## src/rtl/mastermind_pkg.sv

```systemverilog
// Shared definitions for the Mastermind scoreboard slice.
//
// Holds the game FSM state encoding, the width of peg/colour counts and the
// default game geometry, plus a helper that decides whether a red/white pair
// coming from the peg comparator is physically possible.
package mastermind_pkg;

    // Game state encoding; PLAYING is the reset/new-game state.
    typedef enum logic [1:0] {
        ST_PLAYING = 2'd0,
        ST_WON     = 2'd1,
        ST_LOST    = 2'd2
    } state_e;

    // Width of a peg count / colour value.
    localparam int PEG_W = 3;

    // Default game geometry.
    localparam int DEFAULT_PEGS        = 4;
    localparam int DEFAULT_MAX_GUESSES = 8;
    localparam int DEFAULT_BLINK_TICKS = 4;

    // A feedback pair is impossible if it reports more exact matches than
    // there are pegs, or more total matches than pegs. The sum is formed at
    // 4 bits so that 7 + 7 cannot wrap back into the legal range.
    function automatic logic fbInvalid(input logic [PEG_W-1:0] r,
                                       input logic [PEG_W-1:0] w,
                                       input int pegs);
        logic [3:0] sum;
        sum = {1'b0, r} + {1'b0, w};
        return ({1'b0, r} > 4'(pegs)) || (sum > 4'(pegs));
    endfunction

endpackage

```

## src/rtl/mastermind_blinker.sv

```systemverilog
// Blink generator for the "won" display.
//
// While en is high, a counter runs 0..BLINK_TICKS-1 and the blink output
// inverts each time the counter wraps, so blink holds each level for
// BLINK_TICKS cycles and starts low. Dropping en clears both the counter and
// the output so the next enable starts a fresh low half-period.
//
// Ports:
//   clk    - system clock
//   reset  - synchronous, active-high reset
//   en     - run enable; low clears the generator
//   blink  - blink level
module mastermind_blinker
    import mastermind_pkg::*;
#(
    parameter int BLINK_TICKS = DEFAULT_BLINK_TICKS
) (
    input  logic clk,
    input  logic reset,
    input  logic en,
    output logic blink
);

    localparam int CW = (BLINK_TICKS > 1) ? $clog2(BLINK_TICKS) : 1;
    localparam logic [CW-1:0] LAST_CNT = CW'(BLINK_TICKS - 1);

    logic [CW-1:0] cnt_q, cnt_d;
    logic          blink_q, blink_d;

    // Next-state: clear when disabled, otherwise count and toggle on wrap.
    always_comb begin
        cnt_d   = cnt_q;
        blink_d = blink_q;
        if (!en) begin
            cnt_d   = '0;
            blink_d = 1'b0;
        end else if (cnt_q == LAST_CNT) begin
            cnt_d   = '0;
            blink_d = ~blink_q;
        end else begin
            cnt_d = cnt_q + CW'(1);
        end
    end

    // State registers with synchronous reset.
    always_ff @(posedge clk) begin
        if (reset) begin
            cnt_q   <= '0;
            blink_q <= 1'b0;
        end else begin
            cnt_q   <= cnt_d;
            blink_q <= blink_d;
        end
    end

    assign blink = blink_q;

endmodule

```

## src/rtl/mastermind_scoreboard.sv

```systemverilog
// Mastermind scoreboard: downstream stage of the peg comparator.
//
// Accepts one red/white feedback pulse per scored guess, counts guesses,
// keeps a per-guess feedback history, decides win/loss and drives the game
// status, reveal and blink signals used by the HEX/LED display logic.
//
// Ports:
//   clk, reset          - clock and synchronous active-high reset
//   new_game            - one-cycle pulse restarting the game (any state)
//   result_valid        - one-cycle pulse, red/white valid
//   red, white          - exact-position and colour-only match counts
//   hist_sel            - history entry to read (combinational)
//   hist_red/white      - feedback stored in the selected entry
//   hist_valid          - selected entry was written this game
//   last_red/white      - most recently accepted feedback
//   guess_count         - accepted guesses this game
//   playing/win/lose    - one-hot game status
//   reveal              - game over, unblank the secret code
//   blink               - display blink enable
//   fb_err              - sticky flag for impossible feedback
module mastermind_scoreboard
    import mastermind_pkg::*;
#(
    parameter int MAX_GUESSES = DEFAULT_MAX_GUESSES,
    parameter int PEGS        = DEFAULT_PEGS,
    parameter int BLINK_TICKS = DEFAULT_BLINK_TICKS
) (
    input  logic             clk,
    input  logic             reset,
    input  logic             new_game,
    input  logic             result_valid,
    input  logic [PEG_W-1:0] red,
    input  logic [PEG_W-1:0] white,
    input  logic [2:0]       hist_sel,
    output logic [PEG_W-1:0] hist_red,
    output logic [PEG_W-1:0] hist_white,
    output logic             hist_valid,
    output logic [PEG_W-1:0] last_red,
    output logic [PEG_W-1:0] last_white,
    output logic [3:0]       guess_count,
    output logic             playing,
    output logic             win,
    output logic             lose,
    output logic             reveal,
    output logic             blink,
    output logic             fb_err
);

    localparam logic [PEG_W-1:0] PEGS_V      = PEG_W'(PEGS);
    localparam logic [3:0]       MAX_GUESS_V = 4'(MAX_GUESSES);

    state_e                 state_q, state_d;
    logic [3:0]             guess_count_q, guess_count_d;
    logic [PEG_W-1:0]       last_red_q, last_red_d;
    logic [PEG_W-1:0]       last_white_q, last_white_d;
    logic                   fb_err_q, fb_err_d;
    logic [PEG_W-1:0]       hist_red_q   [MAX_GUESSES];
    logic [PEG_W-1:0]       hist_red_d   [MAX_GUESSES];
    logic [PEG_W-1:0]       hist_white_q [MAX_GUESSES];
    logic [PEG_W-1:0]       hist_white_d [MAX_GUESSES];
    logic [MAX_GUESSES-1:0] hist_valid_q, hist_valid_d;

    logic blinker_en;
    logic blinker_out;

    // Game FSM and history update. new_game wins over a simultaneous result,
    // which is simply dropped. Once the game is decided, results are ignored,
    // so guess_count can never pass MAX_GUESSES. A winning guess is checked
    // before the out-of-guesses condition so a win on the last guess counts.
    always_comb begin
        state_d       = state_q;
        guess_count_d = guess_count_q;
        last_red_d    = last_red_q;
        last_white_d  = last_white_q;
        fb_err_d      = fb_err_q;
        hist_red_d    = hist_red_q;
        hist_white_d  = hist_white_q;
        hist_valid_d  = hist_valid_q;

        if (new_game) begin
            state_d       = ST_PLAYING;
            guess_count_d = '0;
            last_red_d    = '0;
            last_white_d  = '0;
            fb_err_d      = 1'b0;
            hist_valid_d  = '0;
        end else if ((state_q == ST_PLAYING) && result_valid) begin
            if (fbInvalid(red, white, PEGS)) begin
                fb_err_d = 1'b1;
            end else begin
                for (int i = 0; i < MAX_GUESSES; i++) begin
                    if (guess_count_q == 4'(i)) begin
                        hist_red_d[i]   = red;
                        hist_white_d[i] = white;
                        hist_valid_d[i] = 1'b1;
                    end
                end
                last_red_d    = red;
                last_white_d  = white;
                guess_count_d = guess_count_q + 4'd1;
                if (red == PEGS_V) begin
                    state_d = ST_WON;
                end else if (guess_count_d == MAX_GUESS_V) begin
                    state_d = ST_LOST;
                end
            end
        end
    end

    // State registers. History data is cleared only by reset; a new game
    // just drops the valid bits.
    always_ff @(posedge clk) begin
        if (reset) begin
            state_q       <= ST_PLAYING;
            guess_count_q <= '0;
            last_red_q    <= '0;
            last_white_q  <= '0;
            fb_err_q      <= 1'b0;
            hist_valid_q  <= '0;
            for (int i = 0; i < MAX_GUESSES; i++) begin
                hist_red_q[i]   <= '0;
                hist_white_q[i] <= '0;
            end
        end else begin
            state_q       <= state_d;
            guess_count_q <= guess_count_d;
            last_red_q    <= last_red_d;
            last_white_q  <= last_white_d;
            fb_err_q      <= fb_err_d;
            hist_valid_q  <= hist_valid_d;
            hist_red_q    <= hist_red_d;
            hist_white_q  <= hist_white_d;
        end
    end

    // History read port. An out-of-range index simply never matches, so it
    // reads back as an empty entry.
    always_comb begin
        hist_red   = '0;
        hist_white = '0;
        hist_valid = 1'b0;
        for (int i = 0; i < MAX_GUESSES; i++) begin
            if ((hist_sel == 3'(i)) && hist_valid_q[i]) begin
                hist_red   = hist_red_q[i];
                hist_white = hist_white_q[i];
                hist_valid = 1'b1;
            end
        end
    end

    // The blinker runs only while sitting in WON. Suppressing it on a
    // new_game edge makes sure it restarts from a clean low phase.
    assign blinker_en = (state_q == ST_WON) && !new_game;

    mastermind_blinker #(
        .BLINK_TICKS (BLINK_TICKS)
    ) u_blinker (
        .clk   (clk),
        .reset (reset),
        .en    (blinker_en),
        .blink (blinker_out)
    );

    // Status outputs: blink is steady on after a loss, pulsing after a win.
    assign playing     = (state_q == ST_PLAYING);
    assign win         = (state_q == ST_WON);
    assign lose        = (state_q == ST_LOST);
    assign reveal      = win | lose;
    assign blink       = win ? blinker_out : lose;
    assign guess_count = guess_count_q;
    assign last_red    = last_red_q;
    assign last_white  = last_white_q;
    assign fb_err      = fb_err_q;

endmodule

```

## config.mk

```make
export PLATFORM = sky130hd
export DESIGN_NAME = mastermind_scoreboard
export DESIGN_NICKNAME = d
export VERILOG_FILES = /design/src/rtl/mastermind_pkg.sv /design/src/rtl/mastermind_blinker.sv /design/src/rtl/mastermind_scoreboard.sv
export SDC_FILE = /design/constraint.sdc
export NUM_CORES = 1
export LEC_CHECK = 0
export BUFFER_PORTS_ARGS = -buffer_cell sky130_fd_sc_hd__buf_2
export CAP_MARGIN = 20
export CORE_ASPECT_RATIO = 2
export CORE_UTILIZATION = 53
export DETAILED_ROUTE_END_ITERATION = 8
export GPL_ROUTABILITY_DRIVEN = 0
export PLACE_DENSITY = 0.76
export SKIP_CTS_REPAIR_TIMING = 1
export SLEW_MARGIN = 10
export SYNTH_ARGS = -nofsm -noshare
export SYNTH_HDL_FRONTEND = slang
export SYNTH_HIERARCHICAL = 1
export SYNTH_SLANG_ARGS = --single-unit
```

## constraint.sdc

```tcl
create_clock -name clk -period 1.9 [get_ports clk]
set_input_delay 0.095 -clock clk [delete_from_list [all_inputs] [get_ports clk]]
set_output_delay 0.095 -clock clk [all_outputs]
set_load 0.02 [all_outputs]
```

Yosys cells after proc, flatten, opt, wreduce, memory -nomap -nowiden
Cells that the tools add are included.

Logic and storage cells: 125. Output and inout port bits: 23. Latch bits: 0. ROM bits: 0. Bits in registers: 72. Memories kept: 0. Memory bits (writable): 0. Input bits: 13.

Reduce and logical (&&, ||, !) cells: 38. Div/mod/pow operators: 0. $lt $le $gt $ge: 2. $add $sub $neg: 3. Eq/ne operators: 19. Shifts and indexed selects: 0. Bitwise logic cells: 5. Multiplexer cells: 27. Multiply operators: 0.

Operators with widths (number): 3-bit 2-to-1 mux (16); 4-bit AND reduction (8); 3-bit AND reduction (9); 4-bit by 3-bit == test with 1-bit output (second input constant) (4); 3-bit == test (second input constant) (5); 1-bit logical AND (10); 1-bit 2-to-1 mux (9); 4-bit by 2-bit == test with 1-bit output (second input constant) (2); 3-bit by 2-bit == test with 1-bit output (second input constant) (2); 3-bit by 3-bit adder with 4-bit output (1); 4-bit by 1-bit adder with 4-bit output (second input constant) (1); 2-bit == test (second input constant) (2); 4-bit by 1-bit == test with 1-bit output (second input constant) (1); 4-bit == test (second input constant) (1); 4-bit by 3-bit greater-than comparator with 1-bit output (second input constant) (1); 4-bit zero test (1); 2-bit 2-to-1 mux (2); 1-bit inverter (4); 2-bit AND reduction (2); 2-bit OR reduction (2); 3-bit by 1-bit == test with 1-bit output (second input constant) (1); 3-bit greater-than comparator (second input constant) (1); 3-bit zero test (1); 3-bit OR reduction (1); other kinds (7) (7).

Longest topological paths before layout
Depth in word-level cells: 10. Depth in mapped cells: 8. Depth with buffers taken out: 6.

By module
Netlist, hierarchy kept.

By module, submodules not included: mastermind_scoreboard (times used 1, cells each 458, area an instance 3664.8 um2); mastermind_blinker (times used 1, cells each 9, area an instance 116.4 um2).

Worst setup path before layout
No wires, ideal clock.

Path kind: input to register. Start point: input port red[0]. End point: register hist_white_q[10] (netlist name). Stages: 7. Arrival time: 2.011 ns. Buffers on the path: 1. Data required time: 1.830 ns. Setup slack: -0.182 ns. Path through: ha_1 fa_1 or2_0 buf_1 a2111oi_2 nand3_1 a21oi_1.

Cells in the longest elaborated chain, start to end: 5. Elaborated cells on any way between the ends: 6.

Ends and longest elaborated chain: start, declared (RTL line mastermind_scoreboard.sv:32) `input logic [PEG_W-1:0] red,`; 3-bit by 3-bit adder with 4-bit output (RTL line mastermind_pkg.sv:30) `sum = {1'b0, r} + {1'b0, w};`; 4-bit by 3-bit greater-than comparator with 1-bit output (RTL line mastermind_pkg.sv:31) `return ({1'b0, r} > 4'(pegs)) || (sum > 4'(pegs));`; 1-bit logical OR (*) (RTL line mastermind_pkg.sv:31); 1-bit inverter (no source line) (*); 4-bit AND reduction (no source line) (*); end signal, assigned (RTL line mastermind_scoreboard.sv:132) `hist_white_q <= hist_white_d;`; end, declared (RTL line mastermind_scoreboard.sv:59) `logic [PEG_W-1:0] hist_white_q [MAX_GUESSES];`.

Every way passes the cells marked *; elsewhere a longest branch is shown, timed or not. A chain may end at the register's enable or synchronous reset.

Worst setup path in the final report
Start point: register hist_valid_q[7]. End point: output port hist_white[1].

Cells in the longest elaborated chain, start to end: 2.

Ends and longest elaborated chain: start, declared (RTL line mastermind_scoreboard.sv:61) `logic [MAX_GUESSES-1:0] hist_valid_q, hist_valid_d;`; start signal, assigned (RTL line mastermind_scoreboard.sv:130) `hist_valid_q <= hist_valid_d;`; 1-bit logical AND (RTL line mastermind_scoreboard.sv:143) `if ((hist_sel == 3'(i)) && hist_valid_q[i]) begin`; 3-bit 2-to-1 mux (RTL line mastermind_scoreboard.sv:143); end, declared (RTL line mastermind_scoreboard.sv:36) `output logic [PEG_W-1:0] hist_white,`.

Every way passes these cells.

==> out/qor.csv <==
stage,metric,value,unit
clock_network,cts.root.buffer_cell,clkbuf_16,
timing,timing.final.crit_period,2020,ps
grt,grt_start_max_net_pins,49,
timing,layout_setup_ws,-119,ps
power,max-vdd-ir-drop,685,uV
critical_path,critical-path-max-stage-delay,650,ps
critical_path,rrSetupSlack,120,ps
grt,gr-usage-all-layers,36.8,%
status,violations,negative setup slack,
clock_network,ctsLongestPathBuffers,2,
detailed_routing,drt_iter0_markers,474,
critical_path,setup.worst_path.start,hist_valid_q[7],
power,power_frac_seq,39.0,%
power,power_report.internal_total,0.00288,W
critical_path,crit_chain,and4_1 -> a222oi_1 -> nand3_1 -> buf_2,
die,floorplan.die.width,61.7,um
run,maxCapViolCount,0,
die,fp.dieArea,7500,sq um
critical_path,required_worst_endpoint,1800,ps
timing,timing.final.hold_violations,0,
cells_and_area,areaGrowthSynthToFinish,28.3,%
clock_network,clock_insertion_delay_worst_skew,340,ps
die,placement_row_count,43,
hold_path,hold_path.startpoint,reset,
logic_synthesis,fraction_of_registers_with_async_set_reset,0,%
grt,grt_antenna_before_repair,0,
critical_path,regToRegStartpoint,guess_count[0],
critical_path,critical_path_arrival,1920,ps
critical_path,worstPathMaxFanout,5,
logic_synthesis,yosys.area.top_type_share,38.1,%
critical_path,path_class,register to output port,
logic_synthesis,synth_sequential_area_ratio,38.1,%
power,power_switching,0.00103,W
critical_path,setup.worst_path.start_class,register,
logic_synthesis,synth-main-ff-cell,dfxtp_1,
power,pwr_density_cell,806,nW/um^2
detailed_routing,drc,0,
timing,final.setup_skew,5.06,ps
logic_synthesis,synth_fp_nets,492,
power,combinationalPowerShare,13.5,%
clock_network,cts_made_buffers,9,
clock_network,cts.htree.levels,3,
placed_design,placement.io_buffers,35,
die,floorplan.io_pins,36,
detailed_routing,drt_wl_total,12400,um
timing,setup-violations-final,1,
power,switching_share_of_power,26.3,%
hold_path,min-delay-path-class,input port to register,
grt,grt_pass1_vias,3943,
clock_network,cts_tree,built,
timing,slew_headroom,57.5,%
logic_synthesis,syn-cell-area,3780,sq um
placed_design,pre_cts_slack,-226,ps
logic_synthesis,synth_edf_count,0,
detailed_routing,detailroute.via_count,4027,
detailed_routing,routed_wire_length_per_instance,19.9,um
power,power_leakage,1.72,nW
timing,worst-slew-pin-transition,637,ps
die,floorplan.core_area,6940,sq um
detailed_routing,detail_route.first_pass.iterations,9,
logic_synthesis,synthesis.instances,467,
detailed_routing,detail-route-antenna-nets,0,
clock_network,cts.sinks,72,
grt,grt-ovfl-total,0,
timing,hold_slack,57.5,ps
critical_path,cp-end-kind,output port,
logic_synthesis,avgSynthCellArea,8.10,sq um
logic_synthesis,synth.ff_latch_count,72,
die,fp.dieH,121,um
die,effective_utilization_at_floorplan,54.5,%
critical_path,critPathSlowestCell,a222oi_1,
detailed_routing,vias_per_cell,6.47,
grt,grt_first_pass_wirelength,19900,um
cells_and_area,fill_cells,554,
clock_network,worst_setup_hold_path_clk_slew,60,ps
cells_and_area,num_antenna_cells,0,
power,part_of_the_total_power_dissipated_in_the_clock_network,47.5,%
logic_synthesis,ys.warnings.count,6,
logic_synthesis,yosysUniqueCellTypes,54,
logic_synthesis,synth_area_leader,dfxtp_1,
timing,min_period_over_period,106,%
cells_and_area,final_nets,552,
timing,rsz0062_at_grt,yes,
timing,timing_max_transition_violations_final,0,
status,status,finished with violations,
cells_and_area,final_layout_size_suffix_gt1_share,25.9,%
logic_synthesis,synth.area.top_cells,"dfxtp_1, o21ai_0, nand3_1",
timing,achievable-frequency,495,MHz
placed_design,detailedPlacementHpwl,8720,um
[power groups by stage]
stage               Sequential [W]  Combinational, W  Clock (W)
floorplan                  0.00156          0.000284          0
global placement           0.00156          0.000492          0
detailed placement         0.00156          0.000501          0
CTS                        0.00153          0.000503    0.00187
global route               0.00153          0.000558    0.00193
finish                     0.00153          0.000527    0.00185
[worst paths after layout]
| check | to | depth (start not counted) |
|---|---|---|
| max reg2reg | hist_white_q[17] | 7 |
| min reg2reg | u_blinker/cnt_q[0] | 1 |
| max | hist_white[1] | 4 |
| min | fb_err | 3 |
[logic make-up (layout without fill, tap and decap cells)]
logic type,count (synthesis),count (layout),share of synthesized area (%)
adders and majority gates,12,12,4.17
DFF,72,72,38.1
AOI/OAI and AO/OA,190,190,30.9
muxes,3,3,0.893
xor gates and xnor gates,3,3,1.39
and+or+nand+nor,140,140,19.6
buffers and inverters,47,112,4.96
[per-layer routing]
layer	up-vias	GRT usage, %	wire (um)
li1	1863	-	-
met1	1881	38.9	4260
met2	217	58.7	6320
met3	66	9.28	830
met4	0	29.4	968
met5	-	0	0
[registers in the layout, indices dropped and copies added (netlist names)]
| register | cells |
|---|---|
| hist_red_q | 24 |
| hist_white_q | 24 |
| hist_valid_q | 8 |
| guess_count | 4 |
| last_red | 3 |
| last_white | 3 |
| state_q | 2 |
| u_blinker/cnt_q | 2 |
| fb_err | 1 |
| u_blinker/blink | 1 |
[cell usage in the layout (no fill, tap or decap), drive strengths merged, types with 2 or more instances in the layout]
master,instances
nor3b,3
dfxtp,72
o2111ai,9
xnor2,2
o22ai,4
nor2,7
inv,12
nand3,68
a221o,2
a221oi,3
o21ai,76
nand2b,7
nand2,27
nor2b,9
a32oi,2
a21oi,64
bufinv,2
ha,11
or2,4
a22oi,4
nand3b,3
a21boi,2
buf,87
a2111oi,8
and3b,2
clkbuf,9
a21o,3
a31oi,4
a222oi,3
nand4,2
clkinvlp,2
mux2,3
[per-stage QoR]
stage	utilization (%)	power, W	TNS (ps)	instances	area [sq um]
5_1_grt	69.9	0.00401	-306	622	4850
3_5_place_dp	64.0	0.00206	-10680	604	4440
2_1_floorplan	-	0.00185	-1560	467	3860
3_3_place_gp	64.0	0.00205	-8880	604	4440
4_1_cts	68.7	0.00390	0	620	4770
6_report	69.9	0.00391	-119	622	4850
[worst max-delay path: cells and delay by family, from the launching register on]
family | cells | cell delay [ps]
and+or+nand+nor | 2 | 410
AOI/OAI and AO/OA | 1 | 650
DFF | 1 | 340
buffers and inverters | 1 | 190
[Yosys cell counts, drive strengths merged (4+ instances only)]
cell type,instances
o22ai,4
a31oi,4
clkbuf,27
a21oi,64
dfxtp,72
nor2b,9
inv,9
a2111oi,8
a22oi,4
nand2b,7
o21ai,76
buf,11
nand3,68
nand2,27
ha,11
o2111ai,9
nor2,7
or2,4
[layout make-up]
cell class	count	area [sq um]	area share (%)
clock inverters	7	101	2.09
repair buffers	87	643	13.3
well taps	90	113	2.32
flip-flops and latches	72	1440	29.8
clock buffers	9	225	4.64
inverters	9	33.8	0.697
multi-input cells	348	2290	47.2
Power figures use the tool's default switching activity.
